## src/rtl/serial_add_sub.sv

```systemverilog
// -----------------------------------------------------------------------------
// serial_add_sub
//   Multi-cycle adder/subtractor. One DIGIT-wide ripple slice is reused for
//   every digit of the WIDTH-bit operands. The result takes N = WIDTH/DIGIT
//   cycles and runs behind a start/busy/done handshake.
//
// Parameters
//   WIDTH  operand/result width in bits (>= 2)
//   DIGIT  bits processed per cycle (WIDTH must be a multiple of DIGIT)
//
// Ports
//   clk    in   1      rising-edge clock
//   rstN   in   1      synchronous active-low reset
//   start  in   1      request an operation (sampled in IDLE and DONE only)
//   sub    in   1      0: x + y + cIn    1: x - y (cIn ignored)
//   x, y   in   WIDTH  operands, captured when start is accepted
//   cIn    in   1      carry-in for add mode, captured when start is accepted
//   busy   out  1      high for the N cycles of RUN
//   done   out  1      one-cycle pulse, sum/cOut/ovf were just updated
//   sum    out  WIDTH  result, held until the next completion
//   cOut   out  1      carry out of the MSB (sub: 1 = no borrow)
//   ovf    out  1      signed overflow
// -----------------------------------------------------------------------------
module serial_add_sub #(
   parameter int WIDTH = 5,
   parameter int DIGIT = 1
) (
   input  logic             clk,
   input  logic             rstN,
   input  logic             start,
   input  logic             sub,
   input  logic [WIDTH-1:0] x,
   input  logic [WIDTH-1:0] y,
   input  logic             cIn,
   output logic             busy,
   output logic             done,
   output logic [WIDTH-1:0] sum,
   output logic             cOut,
   output logic             ovf
);

   localparam int N  = WIDTH / DIGIT;
   localparam int CW = (N > 1) ? $clog2(N) : 1;
   localparam logic [CW-1:0] LAST_COUNT = CW'(N - 1);

   generate
      if (WIDTH < 2 || DIGIT < 1 || (WIDTH % DIGIT) != 0) begin : g_bad_params
         $error("serial_add_sub: WIDTH must be >= 2 and a multiple of DIGIT");
      end
   endgenerate

   typedef enum logic [1:0] {
      IDLE,
      RUN,
      DONE
   } state_t;

   state_t state;
   state_t state_next;

   logic             accept;     // operands are captured this edge
   logic             last;       // final digit is being processed this edge
   logic [WIDTH-1:0] a_reg;
   logic [WIDTH-1:0] b_reg;      // already inverted for subtraction
   logic             carry;
   logic [WIDTH-1:0] work;       // result digits, filled from the top down
   logic [CW-1:0]    count;

   logic [DIGIT-1:0] digit_sum;
   logic             digit_cout;
   logic             digit_cmsb; // carry into the top bit of this digit
   logic             ripple;
   logic [WIDTH-1:0] digit_ext;
   logic [WIDTH-1:0] work_next;

   // ---------------------------------------------------------------- FSM
   // NOTE: clocked state uses non-blocking assignments so every register
   // samples the pre-edge values, independent of process ordering.
   always_ff @(posedge clk) begin
      if (!rstN) state <= IDLE;
      else       state <= state_next;
   end

   // NOTE: every output of this block gets a default first; a path that
   // leaves one unassigned would otherwise infer a latch.
   always_comb begin
      state_next = state;
      busy       = 1'b0;
      done       = 1'b0;
      accept     = 1'b0;
      last       = 1'b0;
      case (state)
         IDLE: begin
            if (start) begin
               accept     = 1'b1;
               state_next = RUN;
            end
         end
         RUN: begin
            busy = 1'b1;
            if (count == LAST_COUNT) begin
               last       = 1'b1;
               state_next = DONE;
            end
         end
         DONE: begin
            done = 1'b1;
            // Back-to-back: a start seen during the done pulse is taken at once.
            if (start) begin
               accept     = 1'b1;
               state_next = RUN;
            end else begin
               state_next = IDLE;
            end
         end
         default: state_next = IDLE;
      endcase
   end

   // ------------------------------------------------------ digit slice
   // Bit-level ripple through one digit. The carry entering the top bit is
   // kept so the last digit can report signed overflow for any DIGIT.
   always_comb begin
      ripple     = carry;
      digit_sum  = '0;
      digit_cmsb = carry;
      for (int i = 0; i < DIGIT; i++) begin
         digit_sum[i] = a_reg[i] ^ b_reg[i] ^ ripple;
         if (i == DIGIT - 1) digit_cmsb = ripple;
         ripple = (a_reg[i] & b_reg[i]) | (ripple & (a_reg[i] ^ b_reg[i]));
      end
      digit_cout = ripple;
   end

   // New digit enters at the top; after N shifts digit 0 sits at bit 0.
   always_comb begin
      digit_ext              = '0;
      digit_ext[DIGIT-1:0]   = digit_sum;
      work_next              = (work >> DIGIT) | (digit_ext << (WIDTH - DIGIT));
   end

   // ---------------------------------------------------------- datapath
   always_ff @(posedge clk) begin
      if (!rstN) begin
         a_reg <= '0;
         b_reg <= '0;
         carry <= 1'b0;
         work  <= '0;
         count <= '0;
         sum   <= '0;
         cOut  <= 1'b0;
         ovf   <= 1'b0;
      end else if (accept) begin
         // Subtraction is x + ~y + 1: invert B and force the initial carry.
         a_reg <= x;
         b_reg <= y ^ {WIDTH{sub}};
         carry <= sub ? 1'b1 : cIn;
         work  <= '0;
         count <= '0;
      end else if (state == RUN) begin
         a_reg <= a_reg >> DIGIT;
         b_reg <= b_reg >> DIGIT;
         carry <= digit_cout;
         work  <= work_next;
         count <= count + CW'(1);
         if (last) begin
            sum  <= work_next;
            cOut <= digit_cout;
            ovf  <= digit_cmsb ^ digit_cout;
         end
      end
   end

endmodule

```

## config.mk

```make
export PLATFORM = sky130hd
export DESIGN_NAME = serial_add_sub
export DESIGN_NICKNAME = d
export VERILOG_FILES = /design/src/rtl/serial_add_sub.sv
export SDC_FILE = /design/constraint.sdc
export NUM_CORES = 1
export LEC_CHECK = 0
export BUFFER_PORTS_ARGS = -buffer_cell sky130_fd_sc_hd__buf_2
export CORE_ASPECT_RATIO = 1.25
export CORE_UTILIZATION = 47
export CTS_BUF_LIST = sky130_fd_sc_hd__clkbuf_16
export CTS_CLUSTER_DIAMETER = 200
export DETAILED_ROUTE_END_ITERATION = 8
export GPL_ROUTABILITY_DRIVEN = 0
export PLACE_DENSITY = 0.76
export REMOVE_ABC_BUFFERS = 1
export SLEW_MARGIN = 20
export SYNTH_ARGS = -nofsm -noshare
export SYNTH_HDL_FRONTEND = slang
export SYNTH_SLANG_ARGS = --single-unit
```

## constraint.sdc

```tcl
create_clock -name clk -period 1.2 [get_ports clk]
set_clock_uncertainty 0.1 [all_clocks]
set_input_delay 0 -clock clk [delete_from_list [all_inputs] [get_ports clk]]
set_output_delay 0 -clock clk [all_outputs]
set_load 0.01 [all_outputs]
```

==> key figures, run 1 <==
Status
  – Outcome: finished, violations left
  – Failing checks: negative setup slack

Placement
  – Detailed placement HPWL: 1622 um
  – Cell Area, Placed: 1349 um2
  – Count of input and output buffers: 23

Global route
  – Initial antenna violation count: 0
  – Global-route usage over all layers: 0.2177
  – Total gr overflow: 0
  – First-pass GRT wire length: 4264 um
  – Vias in the first global route: 1,040
  – Largest net degree at the start of global routing: 15

Worst setup path
  – Worst-path maximum fanout: 8
  – Crit Path Class: flop to flop
  – CP max stage cell: and4b_4
  – Worst path cell trace: inv_2 > ha_4 > and4b_4 > mux2i_1 > nor2_1
  – Worst r2r path cells: 5
  – CP Data Required Time: 1.26 ns
  – Crit. End Element: flop
  – Critical path data arrival time: 1.40 ns
  – CP max stage delay: 0.34 ns
  – CP startpoint kind: flop

Finish
  – P&R area growth vs syn: 34.64%
  – Multi-input gate area: 600.6 um2
  – Design area: 1590 um2
  – Layout net count: 188
  – Number of diodes: 0
  – Fillers: 192
  – Register area: 546.8 um2
  – Share of layout cells above drive strength 1: 0.3491

Timing
  – Final Max Tran Viols: 0
  – Slew margin rel.: 0.8388
  – RSZ-0062 raised after global routing: true
  – Setup TNS: -0.8985 ns
  – Setup Viol. Count Final: 8
  – Worst slew pin tran: 0.2412 ns
  – Tmin final: 1.338 ns
  – Endpoints failing hold: 0
  – Fin worst setup slack: -0.1378 ns
  – Min Hold Slack: 0.04388 ns
  – Fin crit share: 1.115
  – Fmax: 747.5 MHz

Pwr
  – Max VDD drop: 1009 uV
  – Clk pwr share: 0.374
  – Combinational share of power: 0.149
  – Sw frac: 0.2422
  – Switching Power: 0.4897 mW
  – Pwr dens: 1272 nW/um2
  – Internal: 1.533 mW
  – Leakage power: 0.6483 nW
  – Power, Total: 2.022 mW
  – Seq pwr share: 0.477

Routing
  – WL/cell: 13.15 um
  – Vias post-DR: 1,022
  – Vias/cell: 5.110
  – Number of remaining DRC errors: 0
  – Pre-Repair DR Iteration Count: 4
  – ANT nets after route: 0
  – Final wirelength: 2629 um
  – DRT iter0 DRCs: 21

Floorplan
  – Die height: 58.05 um
  – Die width: 46.84 um
  – FP Rows: 19
  – Initial Util: 0.5175
  – IO Count: 24
  – Core area: 2282 um2
  – Die area: 2719 um2

Clock tree
  – Clk_lat worst skew: 0.26 ns
  – Clk buf depth: 2
  – Reg clk slew, reported paths: 0.06 ns
  – CTS tree: yes
  – Cts bufs inserted: 3
  – Clock sink count: 27
  – Root buffer cell: clkbuf_16
  – H-tree Lvls: 1

Synth
  – Adder-Cell Fraction of Synth Area: 0.03814
  – XOR/XNOR Fraction of Synth Area: 0.05932
  – Post-Syn Area: 1181 um2
  – Synth area leaders: dfxtp_1 (46%), mux2i_1 (5.9%), nand2_1 (5.4%), a21oi_1 (5.1%), xor2_1 (4.4%)
  – Compound-cell area share of the yosys netlist: 0.1324
  – Simple-gate share of the synthesized area: 0.1758
  – Post-synth top flop: dfxtp_1
  – Main combinational cell family by area after synthesis: simple AND/OR/NAND/NOR gates
  – Area leader, netlist: dfxtp_1
  – Top post-synthesis cells by count: dfxtp_1 (27), nand2_1 (17), a21oi_1 (12)
  – Cell count after synthesis: 127
  – Share of the synthesized area in the top cell type: 0.4576
  – Synth warn: 0
  – Mean post-synth cell area: 9.300 um2
  – Count of unique library cells instantiated by Yosys: 30
  – Post-synth ARST share: 0
  – Sequential area share after synthesis: 0.4576
  – Most common cell in the netlist: dfxtp_1
  – Mux cell area share after synthesis: 0.05932
  – #FFs+latches synth: 27
  – Post-synth EDFFs: 0

Run
  – Maxcap violations: 0

Min path
  – Worst Hold Path Cells: 4
  – Hold WC Path Type: primary input to flop
## kinds of logic after synthesis
group                      count (synthesis)
and+or+nand+nor                           45
AOI/OAI and AO/OA                         25
buffers and inverters                     12
muxes                                      7
xor gates and xnor gates                   8
adders and majority gates                  3
DFF                                       27
## final cells by class
class                   count  area share
repair buffers             44      0.1865
well taps                  31     0.02439
repair inverters            1    0.003934
inverters                   4     0.01416
clock buffers               3     0.04721
multi-input cells          89      0.3777
flip-flops and latches     27      0.3438
clock inverters             1    0.002360
## critical path, delay by kind of cell (launching register included)
family,cells,cell delay (ns)
simple gates,2,0.39
flops,1,0.32
mux,1,0.22
fa+ha+maj,1,0.14
buf+inv,1,0.07
## path summary, 6_finish.rpt
kind / from / endpoint / slack (ns)
hold / removal: y[2] / b_reg[2]$_SDFFE_PN0P_ / 0.04
setup / recovery: count[1]$_SDFFE_PP0N_ / sum[1]$_SDFFE_PN0P_ / -0.14
hold reg to reg: work[1]$_SDFFE_PP0N_ / work[1]$_SDFFE_PP0N_ / 0.36
setup reg to reg: count[1]$_SDFFE_PP0N_ / sum[1]$_SDFFE_PN0P_ / -0.14
## metrics by stage
step | std cells | utilization | setup WS (ns)
final | 200 | 0.6968 | -0.1378
after global routing | 200 | 0.6968 | -0.1935
after CTS | 199 | 0.6831 | -0.1347
after detailed placement | 184 | 0.5910 | -0.2915
after global placement | 184 | 0.5910 | -0.2293
after floorplan | 119 | - | -0.2094
## timing repair
item                                    CTS  global route
hold buffers                              8             0
pin swaps                                 3             2
endpoints found under the hold margin     7             0
endpoints found under the setup margin   18            27
setup buffers                             2             1
gates cloned                              1             1
resized for setup                        15             6
## power groups by stage
stage	clock, mW	sequential (mW)	combinational [mW]
4_1_cts	0.766	0.962	0.287
6_report	0.756	0.964	0.302
3_3_place_gp	0	0.977	0.236
5_1_grt	0.805	0.969	0.333
2_1_floorplan	0	0.975	0.140
3_5_place_dp	0	0.979	0.244
## per-layer routing
metal / GRT usage / wire length, um
met1: 0.2661 / 1131
met2: 0.3730 / 1375
met3: 0.02804 / 75
met4: 0.08571 / 47
met5: 0 / 0
## layout by cell type (no fill, tap or decap), types with 2 or more instances in the layout
master	netlist	final
nand2_1	17	17
xor2_1	6	6
buf_2	0	23
a21oi_1	12	12
and2b_1	2	2
xnor2_1	2	2
a22oi_1	5	4
nor2_1	10	10
dfxtp_2	0	5
nand3_1	7	7
a31oi_1	2	2
nand2b_4	0	2
dlygate4sd3_1	0	8
dfxtp_1	27	22
mux2i_1	7	7
clkbuf_16	0	3
inv_2	0	2
buf_4	3	12
o21ai_0	3	2
nor3_1	4	4
(Power assumes the default switching activity.)
==> inputs of run 2 (changes only) <==
Settings changed: HOLD_SLACK_MARGIN from default to 0.08.
==> key figures, run 2 (synthesized netlist as in run 1, its figures left out) <==
Pwr
  – Leakage power: 0.6650 nW
  – Seq pwr share: 0.475
  – Combinational share of power: 0.154
  – Clk pwr share: 0.371
  – Pwr dens: 1247 nW/um2
  – Sw frac: 0.2417
  – Internal: 1.541 mW
  – Max VDD drop: 1009 uV
  – Switching Power: 0.4913 mW

Worst setup path
  – Worst r2r path cells: 5
  – Worst-path maximum fanout: 8
  – Crit Path Class: flop to flop
  – R2R Setup Slk: -0.14 ns
  – CP Launch Point: count[1]$_SDFFE_PP0N_
  – Crit. End Element: flop
  – CP startpoint kind: flop
  – Critical path data arrival time: 1.40 ns
  – Reg2reg end: sum[1]$_SDFFE_PN0P_
  – Worst Setup EP: sum[1]$_SDFFE_PN0P_
  – CP Data Required Time: 1.26 ns
  – Reg2reg start: count[1]$_SDFFE_PP0N_

Clock tree
  – Reg clk slew, reported paths: 0.06 ns
  – Root buffer cell: clkbuf_16
  – Cts bufs inserted: 3
  – Clk_lat worst skew: 0.26 ns
  – Clk buf depth: 2
  – H-tree Lvls: 1
  – Clock sink count: 27
  – CTS tree: yes

Timing
  – Fin worst setup slack: -0.1378 ns
  – Worst slew pin tran: 0.2435 ns
  – Final Max Tran Viols: 0
  – Setup Viol. Count Final: 8
  – Tmin final: 1.338 ns
  – Endpoints failing hold: 0
  – Setup TNS: -0.9008 ns
  – RSZ-0062 raised after global routing: true
  – Fin crit share: 1.115
  – Slew margin rel.: 0.8373
  – Fmax: 747.5 MHz

Global route
  – Total gr overflow: 0
  – Vias in the first global route: 1,074
  – First-pass GRT wire length: 4367 um
  – Largest net degree at the start of global routing: 15
  – Global-route usage over all layers: 0.2245
  – Initial antenna violation count: 0

Min path
  – Worst Hold Path Cells: 4
  – Hold WC Path Type: primary input to flop

Floorplan
  – Die area: 2719 um2
  – Initial Util: 0.5175
  – Die height: 58.05 um
  – IO Count: 24
  – FP Rows: 19
  – Core area: 2282 um2
  – Die width: 46.84 um

Routing
  – Final wirelength: 2713 um
  – WL/cell: 13.30 um
  – Vias post-DR: 1,048
  – Number of remaining DRC errors: 0
  – Vias/cell: 5.137
  – DRT iter0 DRCs: 25
  – Pre-Repair DR Iteration Count: 4
  – ANT nets after route: 0

Finish
  – Layout net count: 192
  – Commonest non-fill, non-tap cells in the layout: buf_2 (23), dfxtp_1 (22), nand2_1 (17)
  – Number of diodes: 0
  – P&R area growth vs syn: 38.03%
  – Fillers: 186
  – Design area: 1630 um2
  – Most common cell after layout, fill and taps aside: buf_2
  – Share of layout cells above drive strength 1: 0.3410

Placement
  – Count of input and output buffers: 23
  – Cell Area, Placed: 1349 um2
  – Detailed placement HPWL: 1622 um
  – Worst slack at placement: -0.2915 ns

Run
  – Maxcap violations: 0

Status
  – Failing checks: negative setup slack
  – Outcome: finished, violations left
-- run 2: cell types whose count changed in the layout (fill, tap and decap cells not counted) --
| cell | delta |
|---|---|
| dlygate4sd3_1 | +4 |
-- run 2: how the worst min path moves through the flow --
stage	from	to	slack, ns
finish	y[0]	b_reg[0]$_SDFFE_PN0P_	0.08
global route	y[0]	b_reg[0]$_SDFFE_PN0P_	0.08
CTS	y[0]	b_reg[0]$_SDFFE_PN0P_	0.10
detailed placement	x[0]	a_reg[0]$_SDFFE_PN0P_	0.19
global placement	rstN	a_reg[2]$_SDFFE_PN0P_	0.18
floorplan	rstN	a_reg[2]$_SDFFE_PN0P_	0.04
-- run 2: cell type report --
class,count,area (um2),share of cell area
Timing Repair inverter,1,6.256,0.003837
Inverter,4,22.52,0.01381
Sequential cell,27,546.8,0.3354
Tap cell,31,38.79,0.02379
Multi-Input combinational cell,89,600.6,0.3684
Timing Repair Buffer,48,336.6,0.2064
Clock inverter,1,3.754,0.002302
Clock buffer,3,75.07,0.04605
-- run 2: worst max-delay path, stage by stage (launching register included) --
cell and delay, ns:
dfxtp_2 0.32, inv_2 0.07, ha_4 0.14, and4b_4 0.34
mux2i_1 0.22, nor2_1 0.05
-- run 2: power by group through the flow --
stage                     combinational, mW  sequential, mW  clock [mW]
after floorplan                       0.140           0.975           0
after global placement                0.236           0.977           0
after detailed placement              0.244           0.979           0
after CTS                             0.297           0.962       0.766
after global routing                  0.344           0.969       0.806
final                                 0.313           0.965       0.755
-- run 2: what timing repair did --
action | CTS | global route
buffers inserted | 2 | 1
setup endpoints to repair | 18 | 27
pin swaps | 3 | 2
gates cloned | 1 | 1
hold endpoints to repair | 21 | 0
resized for setup | 15 | 6
hold buffers | 12 | 0
-- run 2: layer usage --
layer  up-vias  GRT usage  routed length [um]
met2        24     0.4008                1445
met1       494     0.2603                1145
met5         -          0                   0
li1        525          -                   -
met4         0    0.08571                  47
met3         5    0.02804                  75
-- run 2: through the flow --
stage	power, mW	util	instances	hold WS (ns)
finish	2.032	0.7144	204	0.07651
global route	2.119	0.7144	204	0.08495
CTS	2.024	0.7007	203	0.1035
detailed placement	1.223	0.5910	184	0.1908
global placement	1.213	0.5910	184	0.1804
floorplan	1.114	-	119	0.03831
